[src/rtl/alu_op_sequencer.sv]
// Issues decoded ALU ops to alu_stage one at a time. Long ops run as two carry-chained
// passes; this block owns the architectural NZCV flags.
module alu_op_sequencer #(
    parameter int unsigned DATA_W = 32,
    parameter int unsigned CTRL_W = 4
) (
    input  logic                clk_in,
    input  logic                reset_in,
    input  logic                op_valid_in,
    output logic                op_ready_out,
    input  logic [CTRL_W-1:0]   op_ctrl_in,
    input  logic [2*DATA_W-1:0] op_a_in,
    input  logic [2*DATA_W-1:0] op_b_in,
    input  logic                op_long_in,
    input  logic                op_carry_in,
    input  logic                op_clz_in,
    input  logic [3:0]          op_cond_in,
    input  logic                op_set_flags_in,
    input  logic                op_bs_upd_in,
    input  logic                op_bs_carry_in,
    output logic                alu_issue_out,
    output logic [DATA_W-1:0]   alu_a_out,
    output logic [DATA_W-1:0]   alu_b_out,
    output logic [CTRL_W-1:0]   alu_ctrl_out,
    output logic                alu_carry_out,
    output logic                alu_clz_out,
    output logic                alu_bs_upd_out,
    output logic                alu_bs_carry_out,
    input  logic [DATA_W-1:0]   alu_result_in,
    input  logic [3:0]          alu_flags_in,
    output logic                res_valid_out,
    input  logic                res_ready_in,
    output logic [2*DATA_W-1:0] res_out,
    output logic                res_skipped_out,
    output logic [3:0]          flags_out
);

    localparam int unsigned RES_W  = 2 * DATA_W;
    localparam int unsigned FLAG_Z = 2;
    localparam int unsigned FLAG_C = 1;

    typedef enum logic [2:0] {
        S_IDLE,
        S_ISSUE_LO,
        S_ISSUE_HI,
        S_CAPTURE,
        S_DONE
    } state_t;

    state_t              state_q, state_d;
    logic [RES_W-1:0]    a_q, a_d, b_q, b_d;
    logic [CTRL_W-1:0]   ctrl_q, ctrl_d;
    logic [3:0]          cond_q, cond_d;
    logic                long_q, long_d, carry_q, carry_d, clz_q, clz_d;
    logic                set_flags_q, set_flags_d, bs_upd_q, bs_upd_d, bs_carry_q, bs_carry_d;
    logic [DATA_W-1:0]   lo_q, lo_d;
    logic                z_lo_q, z_lo_d;
    logic [RES_W-1:0]    res_q, res_d;
    logic                skipped_q, skipped_d;
    logic [3:0]          flags_q, flags_d;
    logic [3:0]          new_flags;

    // ARM condition check against {N,Z,C,V}
    function automatic logic cond_pass(input logic [3:0] cond, input logic [3:0] f);
        logic n, z, c, v;
        {n, z, c, v} = f;
        case (cond)
            4'h0:    return z;
            4'h1:    return !z;
            4'h2:    return c;
            4'h3:    return !c;
            4'h4:    return n;
            4'h5:    return !n;
            4'h6:    return v;
            4'h7:    return !v;
            4'h8:    return c && !z;
            4'h9:    return !c || z;
            4'hA:    return n == v;
            4'hB:    return n != v;
            4'hC:    return !z && (n == v);
            4'hD:    return z || (n != v);
            4'hE:    return 1'b1;
            default: return 1'b0;
        endcase
    endfunction

    always_comb begin
        state_d          = state_q;
        a_d              = a_q;
        b_d              = b_q;
        ctrl_d           = ctrl_q;
        cond_d           = cond_q;
        long_d           = long_q;
        carry_d          = carry_q;
        clz_d            = clz_q;
        set_flags_d      = set_flags_q;
        bs_upd_d         = bs_upd_q;
        bs_carry_d       = bs_carry_q;
        lo_d             = lo_q;
        z_lo_d           = z_lo_q;
        res_d            = res_q;
        skipped_d        = skipped_q;
        flags_d          = flags_q;
        new_flags        = alu_flags_in;
        op_ready_out     = 1'b0;
        res_valid_out    = 1'b0;
        alu_issue_out    = 1'b0;
        alu_a_out        = '0;
        alu_b_out        = '0;
        alu_ctrl_out     = '0;
        alu_carry_out    = 1'b0;
        alu_clz_out      = 1'b0;
        alu_bs_upd_out   = 1'b0;
        alu_bs_carry_out = 1'b0;

        case (state_q)
            S_IDLE: begin
                op_ready_out = 1'b1;
                if (op_valid_in) begin
                    a_d         = op_a_in;
                    b_d         = op_b_in;
                    ctrl_d      = op_ctrl_in;
                    cond_d      = op_cond_in;
                    long_d      = op_long_in;
                    carry_d     = op_carry_in;
                    clz_d       = op_clz_in;
                    set_flags_d = op_set_flags_in;
                    bs_upd_d    = op_bs_upd_in;
                    bs_carry_d  = op_bs_carry_in;
                    state_d     = S_ISSUE_LO;
                end
            end
            S_ISSUE_LO: begin
                if (cond_pass(cond_q, flags_q)) begin
                    alu_issue_out    = 1'b1;
                    alu_a_out        = a_q[DATA_W-1:0];
                    alu_b_out        = b_q[DATA_W-1:0];
                    alu_ctrl_out     = ctrl_q;
                    alu_carry_out    = carry_q;
                    alu_clz_out      = clz_q;
                    alu_bs_upd_out   = bs_upd_q;
                    alu_bs_carry_out = bs_carry_q;
                    skipped_d        = 1'b0;
                    state_d          = long_q ? S_ISSUE_HI : S_CAPTURE;
                end else begin
                    skipped_d = 1'b1;
                    res_d     = '0;
                    state_d   = S_DONE;
                end
            end
            // Low-pass result arrives now; its carry-out chains into the high pass
            S_ISSUE_HI: begin
                lo_d          = alu_result_in;
                z_lo_d        = alu_flags_in[FLAG_Z];
                alu_issue_out = 1'b1;
                alu_a_out     = a_q[RES_W-1:DATA_W];
                alu_b_out     = b_q[RES_W-1:DATA_W];
                alu_ctrl_out  = ctrl_q;
                alu_carry_out = alu_flags_in[FLAG_C];
                state_d       = S_CAPTURE;
            end
            S_CAPTURE: begin
                if (long_q) begin
                    res_d     = {alu_result_in, lo_q};
                    new_flags = {alu_flags_in[3], z_lo_q & alu_flags_in[FLAG_Z], alu_flags_in[1:0]};
                end else begin
                    res_d     = {{DATA_W{1'b0}}, alu_result_in};
                end
                if (set_flags_q) begin
                    flags_d = new_flags;
                end
                state_d = S_DONE;
            end
            S_DONE: begin
                res_valid_out = 1'b1;
                if (res_ready_in) begin
                    state_d = S_IDLE;
                end
            end
            default: state_d = S_IDLE;
        endcase
    end

    always_ff @(posedge clk_in or negedge reset_in) begin
        if (!reset_in) begin
            state_q     <= S_IDLE;
            a_q         <= '0;
            b_q         <= '0;
            ctrl_q      <= '0;
            cond_q      <= '0;
            long_q      <= 1'b0;
            carry_q     <= 1'b0;
            clz_q       <= 1'b0;
            set_flags_q <= 1'b0;
            bs_upd_q    <= 1'b0;
            bs_carry_q  <= 1'b0;
            lo_q        <= '0;
            z_lo_q      <= 1'b0;
            res_q       <= '0;
            skipped_q   <= 1'b0;
            flags_q     <= '0;
        end else begin
            state_q     <= state_d;
            a_q         <= a_d;
            b_q         <= b_d;
            ctrl_q      <= ctrl_d;
            cond_q      <= cond_d;
            long_q      <= long_d;
            carry_q     <= carry_d;
            clz_q       <= clz_d;
            set_flags_q <= set_flags_d;
            bs_upd_q    <= bs_upd_d;
            bs_carry_q  <= bs_carry_d;
            lo_q        <= lo_d;
            z_lo_q      <= z_lo_d;
            res_q       <= res_d;
            skipped_q   <= skipped_d;
            flags_q     <= flags_d;
        end
    end

    assign res_out         = res_q;
    assign res_skipped_out = skipped_q;
    assign flags_out       = flags_q;

endmodule

[config.mk]
export PLATFORM = sky130hd
export DESIGN_NAME = alu_op_sequencer
export DESIGN_NICKNAME = d
export VERILOG_FILES = /design/src/rtl/alu_op_sequencer.sv
export SDC_FILE = /design/constraint.sdc
export NUM_CORES = 1
export LEC_CHECK = 0
export ABC_AREA = 1
export BUFFER_PORTS_ARGS = -buffer_cell sky130_fd_sc_hd__buf_4
export CAP_MARGIN = 15
export CORE_ASPECT_RATIO = 1.1
export CORE_MARGIN = 2
export CORE_UTILIZATION = 45
export DETAILED_ROUTE_END_ITERATION = 7
export GPL_ROUTABILITY_DRIVEN = 0
export HOLD_SLACK_MARGIN = 0.06
export PLACE_DENSITY = 0.71
export SLEW_MARGIN = 10
export SYNTH_ARGS = -nofsm -noshare
export SYNTH_HDL_FRONTEND = slang
export SYNTH_SLANG_ARGS = --single-unit
[constraint.sdc]
create_clock -name clk_in -period 1.9 [get_ports clk_in]
set_clock_uncertainty 0.1 [all_clocks]
set_input_delay 0.095 -clock clk_in [delete_from_list [all_inputs] [get_ports clk_in]]
set_output_delay 0.095 -clock clk_in [all_outputs]
set_load 0.01 [all_outputs]
* Word-level counts from Yosys, hierarchy flattened *
Cells that the tools add are included.

word-level totals
  register bits after elaboration = 247
  memory bits (writable) = 0
  bits of input ports = 182
  word-level logic and storage cells = 85
  output and inout port bits = 144
  memories kept = 0
  memory bits (read-only) = 0
  latch bits = 0

operators by class
  div/mod/pow operators = 0
  mux-type cells = 30
  equal/unequal tests = 23
  bitwise gates (word level) = 1
  shift-type cells = 0
  reductions and logical operators = 15
  $add $sub $neg = 0
  multipliers = 0
  order comparisons = 0

operators with widths
  operator                                             number
  2-to-1 mux 64 bit                                    2
  case mux 32 bit (2 select lines)                     2
  case mux 64 bit (2 select lines)                     1
  2-to-1 mux 32 bit                                    2
  equality test 4 bit, second input constant           7
  equality test 4 x 3 -> 1 bit, second input constant  4
  case mux 1 bit (15 select lines)                     1
  case mux 3 bit (5 select lines)                      1
  2-to-1 mux 1 bit                                     13
  2-to-1 mux 3 bit                                     4
  equality test 4 x 2 -> 1 bit, second input constant  2
  case mux 4 bit (2 select lines)                      1
  AND reduction 2 bit                                  4
  equality test 3 x 2 -> 1 bit, second input constant  2
  != test 2 bit, second input constant                 3
  equality test 4 x 1 -> 1 bit, second input constant  1
  zero test 1 bit                                      4
  zero test 4 bit                                      1
  2-to-1 mux 4 bit                                     1
  case mux 1 bit (2 select lines)                      2
  equality test 3 x 1 -> 1 bit, second input constant  1
  equality test 3 bit, second input constant           1
  zero test 3 bit                                      1
  logical AND 1 bit                                    2
  other kinds (5)                                      6

* Depth between registers and ports, before layout *
Gate-level depths: netlist (run 1).

  depth after elaboration = 6
  mapped depth = 14
  depth with buffers taken out = 12

* Least setup slack after synthesis (run 1) *
No wires, ideal clock.

  path kind = register -> output
  start = register flags_q[0], in the netlist flags_out[0]
  end = output port alu_ctrl_out[0]
  data arrival time = 1.470 ns
  path buffers = 1
  setup slack = 0.235 ns
  data required time = 1.705 ns
  cell stages (with the launch flop) = 11
  path through = dfrtp_1 > inv_1 > nand2_1 > nand2_1 > nand2_1 > a21boi_1 > nor2_2 > nand3_2 > nand2_1 > buf_2 > a21boi_0

between the ends
  word-level cells in the longest chain between the ends = 6
  elaborated cells on any way between the ends = 9
  classes of those cells = eq/ne: 2; mux: 4; reduce/logical: 3

RTL lines
  element                                                       line    RTL
  start: declaration                                            60      logic [3:0] flags_q, flags_d;
  start signal: assignment                                      218     flags_q <= flags_d;
  != test 1 bit / equality test 1 bit (equally long branches)   n/a
  logical OR 1 bit / logical AND 1 bit (equally long branches)  81, 80
  case mux 1 bit (15 select lines) (*)                          67      case (cond)
  2-to-1 mux 1 bit (*)                                          116     case (state_q)
  2-to-1 mux 4 bit (*)                                          134     if (cond_pass(cond_q, flags_q)) begin
  case mux 4 bit (2 select lines) (*)                           116
  end: declaration                                              24      output logic [CTRL_W-1:0] alu_ctrl_out,

Every way passes the cells marked *; elsewhere a longest branch is shown, timed or not. The select of a mux whose other input is x is not followed.

* Worst setup path after layout (run 1) *
  start = register cond_q[3]
  end = output port alu_a_out[17]

between the ends
  word-level cells in the longest chain between the ends = 5
  elaborated cells on any way between the ends = 19
  classes of those cells = eq/ne: 14; mux: 4; reduce/logical: 1

RTL lines
  element                                      line  RTL
  start: declaration                           53    logic [3:0] cond_q, cond_d;
  start signal: assignment                     207   cond_q <= cond_d;
  equality test 4 bit (tied with other cells)  67
  case mux 1 bit (15 select lines) (*)         67
  2-to-1 mux 1 bit (*)                         116
  2-to-1 mux 32 bit (*)                        134
  case mux 32 bit (2 select lines) (*)         116
  end: declaration                             22    output logic [DATA_W-1:0] alu_a_out,

Marked as above.

==> run summary, run 1 <==
Clk pwr share: 16.8%
Critical Path Start Type: flip-flop
DRT iter0 DRCs: 725
Max Transition Viols Final: 0
CP Cell Sequence: nand2_4 > inv_4 > nand2_2 > nand2_1 > inv_1 > nand2_1 > nor2_2 > nand3_2 > nand2_4 > inv_8 > buf_8 > buf_16 > nand2_4 > nand2_2 > buf_6
r2r setup slk: -180 ps
Mean Syn Cell Area: 9.843 sq um
Cell Area, Synth: 11070 sq um
critical path arrival: 2330 ps
Synth top area share: 55.82%
grt total ovfl: 0
Finished Cell Area: 18530 sq um
CTS tree: built
Area Growth Syn to Fin: 67.31%
Setup-failing EPs final: 139
drt total wl: 42220 microns
Min-Delay Path Class: input pin to asynchronous set/reset pin
vias per inst: 5.518
die area: 25880 sq um
Netlist cell types: 27
Critical-path top delay cell: dfrtp_2
sequential share of power: 31.9%
Post-synth EDFFs: 0
Max VDD drop: 1174 uV
Tot GR Track Use: 29.71%
placed inst area: 14010 sq um
Place WS: -94.18 ps
Rows: 60
count of input and output buffers: 325
buffers and inverters on the worst path: 6
yosys warns: 0
Max Cap Violations: 0
routed via count: 10986
placed insts: 1721
synthesized flop and latch total: 247
most frequent cells in the layout: buf_4, dfrtp_1, nand2_1
post-synthesis sequential area ratio: 55.82%
worst skew pair latency: 530 ps
Comb pwr share: 51.3%
largest net degree at the start of global routing: 78
leading area contributor after synthesis: dfrtp_1
slack of the critical path: -620.4 ps
CP delay by family, top: simple AND/OR/NAND/NOR gates
post-route insts no fill: 1991
leakage: 9.247 nW
P_int: 19.21 mW
Tcrit/Tclk final: 132.7%
syn nets: 1307
# IOs: 326
Final ANT Viol Nets: 0
first-pass GRT wire length: 61660 microns
share of flip-flops with an asynchronous set or reset: 100.0%
Die Ht: 168.5 microns
worst-path fanout max: 6
Met1 Routed Length: 15170 microns
CP startpoint: cond_q[3]$_DFFE_PN0P_
CP most frequent cell: nand2_4
critical path type: flip-flop to primary output
main area contributors after synthesis: dfrtp_1, mux2_2, nand2_1
Sink Count: 247
commonest non-fill, non-tap cell in the layout: buf_4
Tmin final: 2520 ps
worst rel slew slack: 44.50%
slowest cell delay on critical path: 470 ps
failing checks: negative setup slack
Power Dens Cells: 1696 nW/um^2
wire length per cell: 21.21 microns
core area: 24320 sq um
Die W: 153.6 microns
Clock Pin Slew Worst Setup and Hold Paths: 60 ps
CTS Buf Count: 27
CTS root buf: clkbuf_16
endpoint type of the worst setup path: primary output
met2 wire len: 21780 microns
max frequency: 396.8 MHz
CTS Buffer Depth: 3
Gate Count Post-Synth: 1125
status: finished, violations left
switching pwr: 12.21 mW
Hold Violations, Final: 0
Final HPWL DP: 20930 microns
RSZ-0062 raised after global routing: yes
Most used DFF post-synth: dfrtp_1
launch point of the worst reg-to-reg path: cond_q[3]$_DFFE_PN0P_
number of remaining DRC errors: 0
Starting Density: 45.52%
DR top layer: met5
Slew @ Worst Pin: 832.4 ps
vias in the first global route: 11418
Critical Path RT: 1700 ps
initial antenna violation count: 4
Pwr Total: 31.42 mW
drt first pass iters: 8
Nets: 1840
layout cell share with drive strength beyond 1: 47.17%
Final Util: 76.17%
Met3 Wirelength: 3296 microns
switch share: 38.85%
H-tree Lvls: 1
[logic make-up (layout without fill, tap and decap cells)]
logic type | after synthesis | after routing | synth area share, %
AOI/OAI and AO/OA | 88 | 88 | 4.158
buffers and inverters | 136 | 688 | 5.819
DFF | 247 | 247 | 55.82
muxes | 134 | 134 | 13.63
other | 0 | 4 | 0
and+or+nand+nor | 520 | 520 | 20.58
[repair_timing]
action	4_1_cts	5_1_grt
gates resized for setup	224	136
endpoints found under the setup margin	137	158
hold endpoints to repair	492	0
hold buffers	182	0
cloned	12	4
pin swaps	19	39
buffers inserted	26	14
[sequential cells by signal (all words and copies together) (netlist names), 3 cells and up]
| signal | cells |
|---|---|
| lo_q | 32 |
| state_q | 3 |
| b_q | 64 |
| flags_out | 4 |
| ctrl_q | 4 |
| a_q | 64 |
| cond_q | 4 |
| res_out | 64 |
[area by class of cell]
cell class / count / area (sq um)
clock inverters: 6 / 80.08
diodes: 4 / 10.01
multi-input cells: 742 / 5160
inverters: 55 / 220.2
well taps: 310 / 387.9
fillers: 1350 / 5797
clock buffers: 42 / 792.0
repair buffers: 585 / 5689
flip-flops and latches: 247 / 6187
[synthesized netlist by cell type, types with 4 or more instances]
library cell    n
o21ai_0        68
mux2_2        128
buf_4           9
nand4_1        65
buf_2          14
a21oi_1        12
nor2_1         21
mux2_1          6
nand3_1        68
nand2_1       349
nand3_2        10
clkbuf_1       45
buf_6          11
dfrtp_1       247
a21boi_0        4
inv_1          51
[path summary, 6_finish.rpt]
kind,to,cells past startpoint
setup / recovery,alu_a_out[17],15
hold / removal,res_out[8]$_DFFE_PN0P_,3
setup reg to reg,res_out[61]$_DFFE_PN0P_,14
hold reg to reg,lo_q[17]$_DFFE_PN0N_,2
max in group asynchronous,a_q[26]$_DFFE_PN0P_,3
min in group clk_in,res_out[36]$_DFFE_PN0P_,4
[tightest hold or removal path, delay by kind of cell]
kind                   cells  cell delay (ps)
buffers and inverters      3              970
[through the flow]
stage	setup TNS [ps]	hold WS [ps]
after floorplan	0	-300.6
after global placement	-761.3	-101.9
after detailed placement	-3394	-102.5
after CTS	-43050	65.08
after global routing	-63130	87.77
final	-48380	73.30
[power groups by stage]
stage | clock, mW | sequential [mW] | combinational [mW]
2_1_floorplan | 0 | 9.30 | 6.47
5_1_grt | 5.55 | 10.3 | 17.1
3_5_place_dp | 0 | 9.44 | 11.2
6_report | 5.27 | 10.0 | 16.1
3_3_place_gp | 0 | 9.32 | 11.0
4_1_cts | 5.26 | 9.58 | 14.5
[routing by layer]
layer | vias to the layer above | GRT usage, %
met4 | 2 | 12.60
li1 | 4816 | -
met1 | 5438 | 35.40
met5 | - | 0
met2 | 576 | 52.23
met3 | 154 | 6.272
Power figures use the tool's default switching activity.
==> inputs of run 2 (changes only) <==
--- a/config.mk
+++ b/config.mk
@@ -15,6 +15,8 @@
 export GPL_ROUTABILITY_DRIVEN = 0
 export HOLD_SLACK_MARGIN = 0.06
 export PLACE_DENSITY = 0.71
+export SETUP_SLACK_MARGIN = 0.5
+export SKIP_LAST_GASP = 1
 export SLEW_MARGIN = 10
 export SYNTH_ARGS = -nofsm -noshare
 export SYNTH_HDL_FRONTEND = slang
==> run 2 against run 1 <==
The flow finishes with violations (negative hold slack, negative setup slack). Worst setup slack lost 89 ps. Global-route usage rose by 2.8 points. Utilization up 3.3 points. Clock power increased by 7.8%. Sequential cell count did not move. Count of clock-buffer cells in the layout is 7 lower. Combinational power grew 7%. Cell count up 2.4%. Worst hold slack worse by 120 ps. First-iteration DRC count is 1.4% lower. Fmax fell by 3.4%.
==> run summary, run 2 (synthesis results as in run 1) <==
Area Growth Syn to Fin: 74.53%
most frequent cells in the layout: buf_4, nand2_1, dfrtp_1
critical path arrival: 2410 ps (+80 ps)
drt total wl: 44690 microns (+5.8%)
count of input and output buffers: 325 (unchanged)
global route hottest layer: met2
vias per inst: 5.521 (about the same)
slack of the critical path: -709.7 ps (-89.38 ps)
number of remaining DRC errors: 0 (unchanged)
Die W: 153.6 microns (unchanged)
status: finished, violations left
Sink Count: 247 (unchanged)
met3 Use GR: 7.271% (+1.0 points)
post-route insts no fill: 2038 (+2.4%)
Starting Density: 45.52% (unchanged)
routed via count: 11251 (+2.4%)
Worst Reg-to-Reg Cells: 13 (-1)
Setup-failing EPs final: 247 (+78%)
Clock Pin Slew Worst Setup and Hold Paths: 60 ps (about the same)
DRT iter0 DRCs: 715 (-1.4%)
Critical Path RT: 1700 ps (about the same)
Tot GR Track Use: 32.48% (+2.8 points)
Hold-fix buffers, CTS: 181 (-0.55%)
RSZ-0062 raised after global routing: yes
die area: 25880 sq um (unchanged)
FF-to-FF End: res_out[63]$_DFFE_PN0P_
Max Cap Violations: 0 (unchanged)
Final ANT Viol Nets: 0 (unchanged)
Final HPWL DP: 21550 microns (+2.9%)
Final Util: 79.45% (+3.3 points)
Max VDD drop: 1183 uV (+0.81%)
CTS Buffer Depth: 3 (unchanged)
commonest non-fill, non-tap cell in the layout: buf_4
Tcrit/Tclk final: 137.4% (+4.7 points)
r2r setup slk: -220 ps (-40 ps)
endpoint type of the worst setup path: primary output
drt first pass iters: 5 (-3)
launch point of the worst reg-to-reg path: cond_q[0]$_DFFE_PN0P_
met2 usage: 56.68% (+4.4 points)
Slew @ Worst Pin: 441.3 ps (-391.1 ps)
vias in the first global route: 11959 (+4.7%)
Min-Delay Path Class: input pin to asynchronous set/reset pin
CP startpoint: cond_q[2]$_DFFE_PN0P_
placed insts: 1716 (-0.29%)
max frequency: 383.2 MHz (-3.4%)
initial antenna violation count: 4 (unchanged)
Place WS: 34.69 ps (+128.9 ps)
CTS Buf Count: 27 (unchanged)
first-pass GRT wire length: 66620 microns (+8.0%)
met1 Use GR: 38.00% (+2.6 points)
Die Ht: 168.5 microns (unchanged)
worst-path fanout max: 5 (-1)
Rows: 60 (unchanged)
leakage: 9.611 nW (+3.9%)
Power Dens Cells: 1698 nW/um^2 (+0.12%)
largest net degree at the start of global routing: 65 (-17%)
Hold Violations, Final: 38 (+38)
CTS tree: built
critical path type: flip-flop to primary output
CTS root buf: clkbuf_16
wire length per cell: 21.93 microns (+3.4%)
failing checks: negative hold slack, negative setup slack
core area: 24320 sq um (unchanged)
# IOs: 326 (unchanged)
Max Transition Viols Final: 0 (unchanged)
layout cell share with drive strength beyond 1: 48.52% (+1.4 points)
worst hold slack: -50.40 ps (-123.7 ps)
Nets: 1888 (+2.6%)
worst rel slew slack: 70.58% (+26 points)
H-tree Lvls: 1 (unchanged)
Pwr Total: 32.81 mW (+4.4%)
Tmin final: 2610 ps (+89.38 ps)
worst skew pair latency: 530 ps (about the same)
grt total ovfl: 0 (unchanged)
Critical Path Start Type: flip-flop
run 2: cell count changes in the layout (fill, tap and decap cells not counted), moves of 8 or more:
cell,change
buf_6,-46
buf_4,+57
nand2_4,-29
nand2_1,+22
buf_12,+18
nand2_2,+8
buf_16,+19
run 2: layer usage:
| metal | up-vias | routed length, microns |
|---|---|---|
| met1 | 5504 | 16320 |
| li1 | 4916 | - |
| met5 | - | 15 |
| met2 | 657 | 22470 |
| met3 | 172 | 3458 |
| met4 | 2 | 2423 |
run 2: what timing repair did:
item                                   4_1_cts  5_1_grt
setup buffers                               38       18
endpoints found under the hold margin      492       38
setup endpoints to repair                  322      324
resized for setup                          100       69
cloned                                      32        2
pin swaps                                    6       10
run 2: where the power goes:
group	leakage [nW]	total, mW	switching [mW]	internal, mW
Combinational	6.13	17.3	8.24	9.06
Clock	0.463	5.68	2.30	3.38
Sequential	3.02	9.84	1.94	7.90
run 2: how the worst max path moves through the flow:
stage | cells past startpoint | slack (ps) | endpoint
6_report | 14 | -710 | alu_ctrl_out[0]
5_1_grt | 14 | -780 | alu_ctrl_out[0]
4_1_cts | 14 | -520 | alu_a_out[3]
3_5_place_dp | 13 | 30 | alu_a_out[20]
3_3_place_gp | 13 | 70 | alu_a_out[3]
2_1_floorplan | 14 | 300 | alu_a_out[10]
run 2: per-stage QoR:
step	TNS, ps	area [sq um]
after floorplan	0	11660
after global placement	0	14530
after detailed placement	0	14530
after CTS	-36720	18880
after global routing	-84010	19330
final	-66210	19330
run 2: cell type report:
type                    count  area, sq um
diodes                      3        7.507
clock buffers              35        765.7
clock inverters            13        173.9
fillers                  1351         4997
inverters                  55        230.2
multi-input cells         745         5054
flip-flops and latches    247         6192
well taps                 310        387.9
repair buffers            630         6515
run 2: worst max-delay path: stages (launching register included):
cell and delay (ps):
dfrtp_2 440, inv_2 80, nor2_4 160, nand2_1 90
nand2_1 60, nand2_1 50, nand2_1 90, inv_2 60
nand3_4 90, nand2_4 90, buf_6 130, buf_6 100
buf_8 120, a21boi_2 180, buf_4 150
